$ cat config.mk
export PLATFORM = sky130hd
export DESIGN_NAME = fetch_buffer_flat
export DESIGN_NICKNAME = d
export VERILOG_FILES = /design/src/rtl/fetch_buffer_if.sv /design/src/rtl/fetch_buffer.sv /design/src/flat_wrapper.sv
export SDC_FILE = /design/constraint.sdc
export NUM_CORES = 1
export LEC_CHECK = 0
export BUFFER_PORTS_ARGS = -buffer_cell sky130_fd_sc_hd__buf_4
export CAP_MARGIN = 15
export CORE_AREA = 2 2 150 152
export DETAILED_ROUTE_END_ITERATION = 7
export DIE_AREA = 0 0 152 154
export GPL_TIMING_DRIVEN = 0
export PLACE_DENSITY = 0.78
export SLEW_MARGIN = 0
export SYNTH_ARGS = -nofsm -noshare
export SYNTH_HDL_FRONTEND = slang
export SYNTH_SLANG_ARGS = --single-unit
$ cat constraint.sdc
create_clock -name clk -period 4.3 [get_ports clk]
set_clock_uncertainty 0.2 [all_clocks]
set_input_delay 0.215 -clock clk [delete_from_list [all_inputs] [get_ports clk]]
set_output_delay 0.215 -clock clk [all_outputs]
set_load 0.02 [all_outputs]
$ cat src/rtl/fetch_buffer_if.sv
// Decode-side handshake of the fetch buffer: head entry out, consume strobe in.
interface fetch_buffer_if #(
   parameter int ADDR_W = 64,
   parameter int INST_W = 8
);
   logic              fd_valid;
   logic              fd_ready;
   logic [INST_W-1:0] fd_inst;
   logic [ADDR_W-1:0] fd_pc;

   modport master (output fd_valid, output fd_inst, output fd_pc, input fd_ready);
   modport slave  (input fd_valid, input fd_inst, input fd_pc, output fd_ready);
endinterface

$ cat src/rtl/fetch_buffer.sv
// Fetch buffer: tags each issued PC through the instruction-memory latency,
// pairs it with the returning instruction and queues both for decode.
// stall_pc reserves FIFO room for every in-flight fetch, so pushes never overflow.
module fetch_buffer #(
   parameter int LOAD_LATENCY = 1,
   parameter int DEPTH        = 4,
   parameter int ADDR_W       = 64,
   parameter int INST_W       = 8
) (
   input  logic                       clk,
   input  logic                       rstn,
   input  logic [ADDR_W-1:0]          pc_to_mem,
   input  logic [INST_W-1:0]          inst_from_mem,
   input  logic                       flush,
   output logic                       stall_pc,
   fetch_buffer_if.master             fd,
   output logic [$clog2(DEPTH+1)-1:0] count
);

   localparam int CNT_W = $clog2(DEPTH + 1);
   localparam int PTR_W = (DEPTH > 1) ? $clog2(DEPTH) : 1;
   localparam int OCC_W = $clog2(DEPTH + LOAD_LATENCY + 1);

   // Tag pipeline: stage 0 holds the PC issued last cycle, the last stage
   // lines up with inst_from_mem.
   logic              vld_p [LOAD_LATENCY];
   logic [ADDR_W-1:0] pc_p  [LOAD_LATENCY];

   logic [INST_W-1:0] inst_mem [DEPTH];
   logic [ADDR_W-1:0] pc_mem   [DEPTH];
   logic [PTR_W-1:0]  wr_ptr;
   logic [PTR_W-1:0]  rd_ptr;
   logic [OCC_W-1:0]  inflight;

   logic issue;
   logic push;
   logic pop;

   function automatic logic [PTR_W-1:0] ptr_inc(input logic [PTR_W-1:0] p);
      return (p == PTR_W'(DEPTH - 1)) ? '0 : p + 1'b1;
   endfunction

   // Count fetches still waiting on memory; built from registers only.
   always_comb begin
      inflight = '0;
      for (int i = 0; i < LOAD_LATENCY; i++)
         inflight = inflight + OCC_W'(vld_p[i]);
   end

   assign stall_pc    = (OCC_W'(count) + inflight) >= OCC_W'(DEPTH);
   assign issue       = ~flush & ~stall_pc;
   assign push        = vld_p[LOAD_LATENCY-1] & ~flush;
   assign pop         = fd.fd_valid & fd.fd_ready & ~flush;

   assign fd.fd_valid = (count != '0);
   assign fd.fd_inst  = inst_mem[rd_ptr];
   assign fd.fd_pc    = pc_mem[rd_ptr];

   // Control state: tag valids, pointers and occupancy; reset and flush both empty the buffer.
   always_ff @(posedge clk) begin
      if (!rstn || flush) begin
         for (int i = 0; i < LOAD_LATENCY; i++)
            vld_p[i] <= 1'b0;
         wr_ptr <= '0;
         rd_ptr <= '0;
         count  <= '0;
      end else begin
         vld_p[0] <= issue;
         for (int i = 1; i < LOAD_LATENCY; i++)
            vld_p[i] <= vld_p[i-1];
         if (push)
            wr_ptr <= ptr_inc(wr_ptr);
         if (pop)
            rd_ptr <= ptr_inc(rd_ptr);
         case ({push, pop})
            2'b10:   count <= count + 1'b1;
            2'b01:   count <= count - 1'b1;
            default: count <= count;
         endcase
      end
   end

   // Datapath: tag PCs shift every cycle, FIFO storage written on push; no reset needed.
   always_ff @(posedge clk) begin
      pc_p[0] <= pc_to_mem;
      for (int i = 1; i < LOAD_LATENCY; i++)
         pc_p[i] <= pc_p[i-1];
      if (push) begin
         inst_mem[wr_ptr] <= inst_from_mem;
         pc_mem[wr_ptr]   <= pc_p[LOAD_LATENCY-1];
      end
   end

   // The stall reservation makes a push into a full FIFO unreachable.
   no_overflow_a: assert property (@(posedge clk) disable iff (!rstn) push |-> (count != CNT_W'(DEPTH)));

endmodule

$ cat src/flat_wrapper.sv
// flat-port wrapper written by rule: the top's interface ports become plain ports
module fetch_buffer_flat 
#(
   parameter int LOAD_LATENCY = 1,
   parameter int DEPTH        = 4,
   parameter int ADDR_W       = 64,
   parameter int INST_W       = 8
)
  (clk, rstn, pc_to_mem, inst_from_mem, flush, stall_pc, count, fd_fd_valid, fd_fd_inst, fd_fd_pc, fd_fd_ready);
  fetch_buffer_if #(.ADDR_W(ADDR_W), .INST_W(INST_W)) fd_i ();
  input  logic clk;
  input  logic rstn;
  input  logic [ADDR_W-1:0] pc_to_mem;
  input  logic [INST_W-1:0] inst_from_mem;
  input  logic flush;
  output logic stall_pc;
  output logic [$clog2(DEPTH+1)-1:0] count;
  output wire logic [$bits(fd_i.fd_valid)-1:0] fd_fd_valid;
  output wire logic [$bits(fd_i.fd_inst)-1:0] fd_fd_inst;
  output wire logic [$bits(fd_i.fd_pc)-1:0] fd_fd_pc;
  input wire logic [$bits(fd_i.fd_ready)-1:0] fd_fd_ready;
  assign fd_fd_valid = fd_i.fd_valid;
  assign fd_fd_inst = fd_i.fd_inst;
  assign fd_fd_pc = fd_i.fd_pc;
  assign fd_i.fd_ready = fd_fd_ready;
  fetch_buffer #(.LOAD_LATENCY(LOAD_LATENCY), .DEPTH(DEPTH), .ADDR_W(ADDR_W), .INST_W(INST_W)) u_core (.clk(clk), .rstn(rstn), .pc_to_mem(pc_to_mem), .inst_from_mem(inst_from_mem), .flush(flush), .stall_pc(stall_pc), .fd(fd_i), .count(count));
endmodule
# Word level (Yosys, flattened, before mapping)
# Memory sizes are Yosys's and may differ from the RTL's. A register that Yosys moved wholly into a read port is not among the register bits.
# Cells that the tools add are included.
[op_classes]
bitwise_logic = 6
n_mux = 14
eq_ne = 4
n_div = 0
n_reduce_logical = 5
shift = 0
order_cmp = 1
n_addsub = 5
multipliers = 0
[op_table]
columns = ["op", "n"]
rows = [
  ["two-way mux 2 bit", 6],
  ["two-way mux 1 bit", 7],
  ["equality test 2 bit (second input constant)", 3],
  ["case mux 3 bit (2 select lines)", 1],
  ["adder 2 x 1 -> 2 bit (second input constant)", 2],
  ["AND 1 bit", 4],
  ["adder 3 x 1 -> 3 bit", 1],
  ["adder 3 x 1 -> 3 bit (second input constant)", 1],
  ["greater-or-equal comparator 3 bit (second input constant)", 1],
  ["nonzero test 3 bit", 1],
  ["subtractor 3 x 1 -> 3 bit (second input constant)", 1],
  ["equality test 2 x 1 -> 1 bit (second input constant)", 1],
  ["inverter 1 bit", 2],
  ["nonzero test 2 bit", 1],
  ["zero test 1 bit", 1],
  ["logical OR 1 bit", 1],
  ["OR reduction 1 bit", 1],
]
[word_totals]
wordCells = 42
memories = 4
regBits = 7
mem_bits_rw = 353
rom_bits = 0
latch_bits = 0
output_inout_bits = 77
[memory_table]
columns = ["name", "words", "word_bits", "rd", "rd_clocked_by_memory_dff", "write_ports", "line_no", "source"]
rows = [
  ["u_core.pc_mem", 4, 64, 1, 1, 1, "fetch_buffer.sv:30", "logic [ADDR_W-1:0] pc_mem [DEPTH];"],
  ["u_core.pc_p", 1, 64, 1, 0, 1, "fetch_buffer.sv:27", "logic [ADDR_W-1:0] pc_p [LOAD_LATENCY];"],
  ["u_core.inst_mem", 4, 8, 1, 1, 1, "fetch_buffer.sv:29", "logic [INST_W-1:0] inst_mem [DEPTH];"],
  ["u_core.vld_p", 1, 1, 1, 0, 1, "fetch_buffer.sv:26", "logic vld_p [LOAD_LATENCY];"],
]

# Depth between registers and ports, before layout
# Gate-level depths: netlist of the first run.
# An unclocked memory read counts as a cell.
[logic_depth]
depth_word = 6
mapped_depth = 8

# Worst setup path after synthesis of the first run
# Ideal clock, no wire load.
[synth_timing]
path_type = "register -> register"
start = "memory u_core.vld_p[0]"
end = "memory u_core.inst_mem[0][0], enable pin"
arrival_time_ns = 2.327
setup_time_ns = 0.438
period_less_slack_ns = 2.965
slack_ns = 1.335
n_path_buf = 0
required_time_ns = 3.662
path_stages_with_launch = 3
path_cell_list = "dfxtp_1 -> nor2b_1 -> and2_1"
[synth_between]
elab_chain_cells = 4
[synth_lines]
columns = ["item", "line_no", "source"]
rows = [
  ["start, declared", "fetch_buffer.sv:26", ""],
  ["memory (1 x 1 bit)", "--", ""],
  ["AND 1 bit", "fetch_buffer.sv:52", "assign push = vld_p[LOAD_LATENCY-1] & ~flush;"],
  ["two-way mux 1 bit", "fetch_buffer.sv:88", "if (push) begin"],
  ["two-way mux 1 bit (implied by the code)", "fetch_buffer.sv:89", "inst_mem[wr_ptr] <= inst_from_mem;"],
  ["end, declared", "fetch_buffer.sv:29", ""],
]
# No other way between the ends.

==> out/summary.txt, run 1 <==
======================================================================================================
Final wirelength                                                                              22500 um
Ranking of synthesized cells by area                                                      sky130_fd_sc_hd__edfxtp_1 (70%), sky130_fd_sc_hd__mux4_2 (13%), sky130_fd_sc_hd__dfxtp_1 (12%)
Initial Util                                                                                     56.6%
Hold Crit Class                                                                                 in2reg
Clock power frac                                                                                 44.2%
Leakage component of the power                                                                 5.55 nW
Total of buffers placed on input and output ports                                                  152
Die outline area                                                                             23400 um2
Number of synthesis warnings                                                                         0
Proportion of netlist area held by the largest area contributor                                  70.5%
Pin count of the biggest net entering global routing                                                45
Startpoint class of the critical path                                                             flop
Result of the run                                                                         finished clean
Setup fix buffers added after clock tree synthesis                                                   0
Initial antenna violation count                                                                      0
Worst skew pair latency                                                                        0.52 ns
# diodes                                                                                             0
Final setup slack of the worst path                                                            1.58 ns
Number of resized instances in the post-cts repair step                                              0
Via count of the first global-routing pass                                                        6296
Achievable frequency                                                                         0.368 GHz
Worst Min Path Start                                                                       fd_fd_ready
Final clock period utilization by the worst path                                                 63.2%
Worst Path Max Fanout                                                                               10
Net switching power                                                                            1.40 mW
RD Place Congestion                                                                              0.759
Worst slack, placed                                                                            1.94 ns
Start of the worst register-to-register path                                              u_core.count[0]
Most frequently used cell type in the post-synthesis netlist                              sky130_fd_sc_hd__edfxtp_1
Initial DRT Pass Iterations                                                                          5
Total negative slack for setup checks                                                             0 ns
Worst Hold End                                                                            u_core.rd_ptr[1]
Max-cap violations                                                                                   0
Vias post-DR                                                                                      5827
EDFF count, synth                                                                                  288
Register-to-Register Setup Slack                                                               1.92 ns
Minimum clock period                                                                           2.72 ns
Number of setup violations in the final report                                                       0
Ports                                                                                              153
Number of vias per cell                                                                           5.41
Post-route ant nets                                                                                  0
Final net count                                                                                    851
Clock transition at the register clock pins on the worst setup and hold paths after CTS        0.06 ns
Total GRT Usage                                                                                  19.5%
Min-Delay Path Depth                                                                                 4
Setup repair after global routing missed its margin                                                 no
Proportion of register bits with asynchronous set or reset after synthesis                          0%
Total number of clock tree sinks                                                                   362
Proportion of synthesized chip area in sequential cells                                          82.6%
Cell at the root of the clock tree                                                        sky130_fd_sc_hd__clkbuf_16
Max-slew violation count                                                                             0
Switching power share of the total                                                               19.0%
Count of state elements after synthesis                                                            362
Number of nets in the synthesized netlist                                                          580
Flip-flop cell with the highest count after synthesis                                     sky130_fd_sc_hd__edfxtp_1
Largest area contributor in the synthesized netlist                                       sky130_fd_sc_hd__edfxtp_1
Average wire length per cell after detail routing                                              20.9 um
End of the worst register-to-register path                                                u_core.count[2]
Detailed Place HPWL                                                                           12500 um
R2R cell count                                                                                       8
Final Hold Violating Endpoints                                                                       0
Sum of overflow across all layers after global routing                                               0
Ratio of cells with drive above 1 in the final layout                                            38.8%
Logic gate share of total power                                                                   3.2%
Layout overhead on the synthesized area                                                          29.7%
Combined area of all synthesized cells                                                       12300 um2
Avg Synthesized Cell Area                                                                     24.7 um2
Deepest clock path buffer count                                                                      3
DRC violation count after routing                                                                    0
Core Area                                                                                    21700 um2
Internal power consumption                                                                     5.97 mW
Count of cell types in the netlist                                                                  26
Kind of capture point of the worst setup path                                             primary output
Post-synthesis instance total                                                                      497
Sequential share of power                                                                        52.6%
Path type of the worst setup path                                                              reg2out
Number of H-tree levels                                                                              2
CTS tree                                                                                          done
PwrDens                                                                                     463 nW/um2
Req. time, crit path                                                                           3.88 ns
Violation count after the first detailed-route iteration                                           314
Floorplan die width                                                                             152 um
Number of buffers added by the clock tree synthesis step                                            37
Worst-case headroom to the max-slew limit                                                        58.6%
Worst VDD drop                                                                                0.399 mV
Vert. Die Dim                                                                                   154 um
Number of placement rows                                                                            54
Leading post-synthesis cells by instance count                                            sky130_fd_sc_hd__edfxtp_1 (288), sky130_fd_sc_hd__dfxtp_1 (74), sky130_fd_sc_hd__mux4_2 (70)
First-pass GRT wire length                                                                    34700 um
Worst-margin pin slew                                                                         0.621 ns
Data arrival, critical path                                                                    2.30 ns
======================================================================================================
-- sequential cells by signal (all words and copies together), names as in the netlist, named ones only --
| signal | count |
|---|---|
| u_core.vld_p | 1 |
| u_core.count | 3 |
| u_core.inst_mem | 32 |
| u_core.rd_ptr | 2 |
| u_core.pc_mem | 256 |
| u_core.wr_ptr | 2 |
| u_core.pc_p | 64 |
-- worst max-delay path by stage --
| stage | start | depth (start not counted) | slack (ns) | endpoint |
|---|---|---|---|---|
| 2_1_floorplan | u_core.vld_p[0] | 2 | 1.33 | u_core.inst_mem[0][0] |
| 3_3_place_gp | u_core.vld_p[0] | 2 | 0.009 | u_core.pc_mem[1][44] |
| 3_5_place_dp | u_core.vld_p[0] | 3 | 1.94 | u_core.pc_mem[2][40] |
| 4_1_cts | flop | 4 | 1.55 | fd_fd_pc[16] |
| 5_1_grt | flop | 4 | 1.48 | fd_fd_pc[16] |
| 6_report | flop | 4 | 1.58 | fd_fd_pc[16] |
-- routing by layer --
metal  GRT usage [%]  vias to the layer above  wire length, um  part of all wire, %
li1                -                     2595                -                    -
met1            24.6                     2987             9090                   40
met2            33.3                      198            11500                   51
met3            5.10                       47             1360                  6.1
met4            6.41                        0              561                  2.5
met5               0                        -                0                    0
-- kinds of logic (layout without fill, tap and decap cells) --
family,count (synthesis),in the layout,synth area share (%)
multiplexers,74,74,13.4
AO/OA/AOI/OAI,5,5,0.204
buffers and inverters,22,322,1.73
adder cells (fa/ha/maj),7,7,0.775
flip-flops,362,362,82.6
AND/OR/NAND/NOR,24,24,1.07
XOR/XNOR,3,3,0.214
-- cell type report --
type	count	area, um2
inverters	6	22.5
clock inverters	18	218
clock buffers	50	1060
flip-flops and latches	362	10100
well taps	280	350
repair buffers	232	2000
plain buffers	16	190
fillers	1181	5770
multi-input cells	113	1940
-- stage by stage --
stage	power (mW)	cell area [um2]	utilization, %	hold slack [ns]	std cells
after global placement	4.11	13800	63.4	0.120	929
after CTS	7.43	15900	73.4	0.0126	1077
after global routing	7.58	15900	73.4	0.0912	1077
after detailed placement	4.12	13900	64.0	0.121	933
final	7.36	15900	73.4	0.0498	1077
after floorplan	4.01	12300	-	0.0427	497
-- worst max-delay path, cell delays in order, from the launching register on --
cell and delay [ns]:
sky130_fd_sc_hd__dfxtp_1 0.31, sky130_fd_sc_hd__clkbuf_1 0.48, sky130_fd_sc_hd__buf_2 0.40, sky130_fd_sc_hd__mux4_2 0.40, sky130_fd_sc_hd__buf_4 0.19
-- power by group through the flow --
| stage | clock [mW] | combinational, mW | sequential, mW |
|---|---|---|---|
| floorplan | 0 | 0.0704 | 3.94 |
| global placement | 0 | 0.168 | 3.94 |
| detailed placement | 0 | 0.175 | 3.95 |
| CTS | 3.32 | 0.232 | 3.87 |
| global route | 3.45 | 0.246 | 3.88 |
| finish | 3.26 | 0.232 | 3.87 |
-- timing repair --
item / 4_1_cts / 5_1_grt
endpoints found under the setup margin: 0 / 0
hold buffers: 76 / 0
hold endpoints to repair: 106 / 0
-- placed cells by master (no fill, tap or decap), types with 2 or more instances in the layout --
master	synthesis	layout
sky130_fd_sc_hd__clkbuf_8	0	9
sky130_fd_sc_hd__buf_2	7	7
sky130_fd_sc_hd__mux2i_1	2	2
sky130_fd_sc_hd__clkinv_8	0	2
sky130_fd_sc_hd__nand4_1	2	2
sky130_fd_sc_hd__dlygate4sd3_1	0	76
sky130_fd_sc_hd__bufinv_16	0	4
sky130_fd_sc_hd__ha_1	6	6
sky130_fd_sc_hd__clkinv_1	0	2
sky130_fd_sc_hd__xor2_1	2	2
sky130_fd_sc_hd__edfxtp_1	288	288
sky130_fd_sc_hd__inv_1	6	6
sky130_fd_sc_hd__dfxtp_1	74	74
sky130_fd_sc_hd__buf_12	7	8
sky130_fd_sc_hd__nand2_1	2	2
sky130_fd_sc_hd__clkbuf_1	1	5
sky130_fd_sc_hd__a21oi_1	2	2
sky130_fd_sc_hd__nor2b_1	3	3
sky130_fd_sc_hd__and2_4	1	5
sky130_fd_sc_hd__clkinv_2	0	8
sky130_fd_sc_hd__nor2_1	8	8
sky130_fd_sc_hd__mux4_2	70	70
sky130_fd_sc_hd__buf_4	0	152
sky130_fd_sc_hd__o21ai_0	3	3
sky130_fd_sc_hd__mux4_1	2	2
sky130_fd_sc_hd__buf_16	0	3
sky130_fd_sc_hd__clkbuf_16	0	37
Power figures use the tool's default switching activity.
==> inputs of run 2 (changes only) <==
==> constraint.sdc (replaced) <==
create_clock -name clk -period 2.79 [get_ports clk]
set_clock_uncertainty 0.2 [all_clocks]
set_input_delay 0.1395 -clock clk [delete_from_list [all_inputs] [get_ports clk]]
set_output_delay 0.1395 -clock clk [all_outputs]
set_load 0.02 [all_outputs]
==> out/summary.txt, run 2 (same netlist as run 1, synthesis figures left out) <==
======================================================================================================
Buffer and inverter count on the worst path                                                          3
Number of H-tree levels                                                                              2
Worst skew pair latency                                                                        0.49 ns
Total GRT Usage                                                                                  18.9%
Cell at the root of the clock tree                                                        sky130_fd_sc_hd__clkbuf_16
Max incr delay on CP                                                                           0.42 ns
DRC violation count after routing                                                                    0
Setup repair after global routing missed its margin                                                 no
Result of the run                                                                         finished clean
Pin count of the biggest net entering global routing                                                55
Register Area                                                                                10100 um2
Final clock period utilization by the worst path                                                 89.8%
Number of setup violations in the final report                                                       0
Total of buffers placed on input and output ports                                                  152
Initial Util                                                                                     56.6%
Area of the multi-input gates                                                                 1940 um2
PwrDens                                                                                     683 nW/um2
Kind of capture point of the worst setup path                                             primary output
Max-cap violations                                                                                   0
Final setup slack of the worst path                                                           0.285 ns
Startpoint class of the critical path                                                             flop
Sum of overflow across all layers after global routing                                               0
Average wire length per cell after detail routing                                              20.5 um
Final Hold Violating Endpoints                                                                       0
Hold Worst Slack                                                                             0.0815 ns
Vert. Die Dim                                                                                   154 um
Deepest clock path buffer count                                                                      3
Number of vias per cell                                                                           5.27
CTS tree                                                                                          done
Post-route ant nets                                                                                  0
Worst-margin pin slew                                                                         0.561 ns
Ratio of cells with drive above 1 in the final layout                                            37.3%
Final wirelength                                                                              21900 um
Worst VDD drop                                                                                0.579 mV
Number of placement rows                                                                            54
Most frequent cells in the layout                                                         sky130_fd_sc_hd__edfxtp_1 (288), sky130_fd_sc_hd__buf_4 (152), sky130_fd_sc_hd__dlygate4sd3_1 (76)
Critical path, cell by cell                                                               clkbuf_1, buf_2, mux4_2, buf_4
Clock transition at the register clock pins on the worst setup and hold paths after CTS        0.06 ns
Total number of clock tree sinks                                                                   362
Post-route design area                                                                       15700 um2
Number of buffers added by the clock tree synthesis step                                            35
Die outline area                                                                             23400 um2
Register bank with the most flops                                                         u_core.pc_mem
Achievable frequency                                                                         0.399 GHz
Req. time, crit path                                                                           2.45 ns
Worst slack, placed                                                                           0.560 ns
Worst Path Max Fanout                                                                               10
Data arrival, critical path                                                                    2.17 ns
RD Place Congestion                                                                              0.701
# diodes                                                                                             0
Total negative slack for setup checks                                                             0 ns
Detailed Place HPWL                                                                           12500 um
Hold Crit Class                                                                                 in2reg
Cell area after placement                                                                    13900 um2
Core Area                                                                                    21700 um2
Vias post-DR                                                                                      5636
Violation count after the first detailed-route iteration                                           327
First-pass GRT wire length                                                                    33800 um
Path type of the worst setup path                                                              reg2out
Initial DRT Pass Iterations                                                                          4
Delay-heaviest family, CP                                                                 buffers and inverters
Fill count                                                                                        1192
Minimum clock period                                                                           2.50 ns
Ports                                                                                              153
Final net count                                                                                    849
Worst-path cell with the longest stage delay                                              sky130_fd_sc_hd__clkbuf_1
Setup fix buffers added after clock tree synthesis                                                   0
Via count of the first global-routing pass                                                        6213
Sum of internal, switching and leakage power                                                   10.7 mW
Largest register FFs                                                                               256
Worst-case headroom to the max-slew limit                                                        62.6%
Leakage component of the power                                                                 5.44 nW
Max-slew violation count                                                                             0
Floorplan die width                                                                             152 um
Initial antenna violation count                                                                      0
Largest registers in the final layout                                                     u_core.pc_mem (256), u_core.pc_p (64), u_core.inst_mem (32)
Layout overhead on the synthesized area                                                          28.2%
Most common cell after layout, fill and taps aside                                        sky130_fd_sc_hd__edfxtp_1
======================================================================================================
## run 2: cell types whose count changed in the layout (fill, tap and decap cells not counted), sizes merged
| cell | before | now |
|---|---|---|
| clkinv | 13 | 8 |
| clkbuf | 51 | 52 |
| bufinv | 4 | 1 |
| inv | 7 | 6 |
## run 2: worst paths after layout
check	start	end	slack, ns	depth (start not counted)
max reg2reg	u_core.count[2]	u_core.count[2]	0.46	8
min	pc_to_mem[7]	u_core.pc_p[0][7]	0.08	2
min reg2reg	u_core.pc_p[0][48]	u_core.pc_mem[1][48]	0.27	0
max	flop	fd_fd_pc[22]	0.29	4
## run 2: area by class of cell
cell class	instances	area share, %
multi-input combinational	113	12.3
clock inverter	9	0.445
tap	280	2.23
clock buffer	51	6.47
buffer	16	1.21
inverter	6	0.143
sequential	362	64.4
timing repair buffer	232	12.8
## run 2: power by group
group / switching [mW] / internal, mW
clock: 1.80 / 2.62
sequential: 0.0583 / 5.91
combinational: 0.143 / 0.215
## run 2: per-stage QoR
stage	util, %	std cells
6_report	72.5	1069
5_1_grt	72.5	1069
4_1_cts	72.5	1069
3_5_place_dp	64.0	933
3_3_place_gp	63.5	929
2_1_floorplan	-	497
## run 2: metal layers
layer | track usage (%) | share of wire [%] | vias to the layer above
li1 | - | - | 2580
met5 | 0 | 0 | -
met2 | 34.3 | 54 | 169
met3 | 4.31 | 5.7 | 20
met1 | 23.4 | 39 | 2867
met4 | 4.23 | 1.2 | 0
## run 2: worst register-to-register path: stages (launching register included)
cell and delay (ns):
sky130_fd_sc_hd__dfxtp_1 0.43, sky130_fd_sc_hd__or3_4 0.19, sky130_fd_sc_hd__and2_4 0.14, sky130_fd_sc_hd__ha_1 0.19, sky130_fd_sc_hd__inv_1 0.07, sky130_fd_sc_hd__fa_1 0.38, sky130_fd_sc_hd__xor2_1 0.17, sky130_fd_sc_hd__or3_1 0.32
sky130_fd_sc_hd__a21oi_1 0.17
## run 2: timing repair
action,in CTS,in global routing
hold endpoints to repair,106,0
hold buffers,76,0
gates resized for setup,0,0
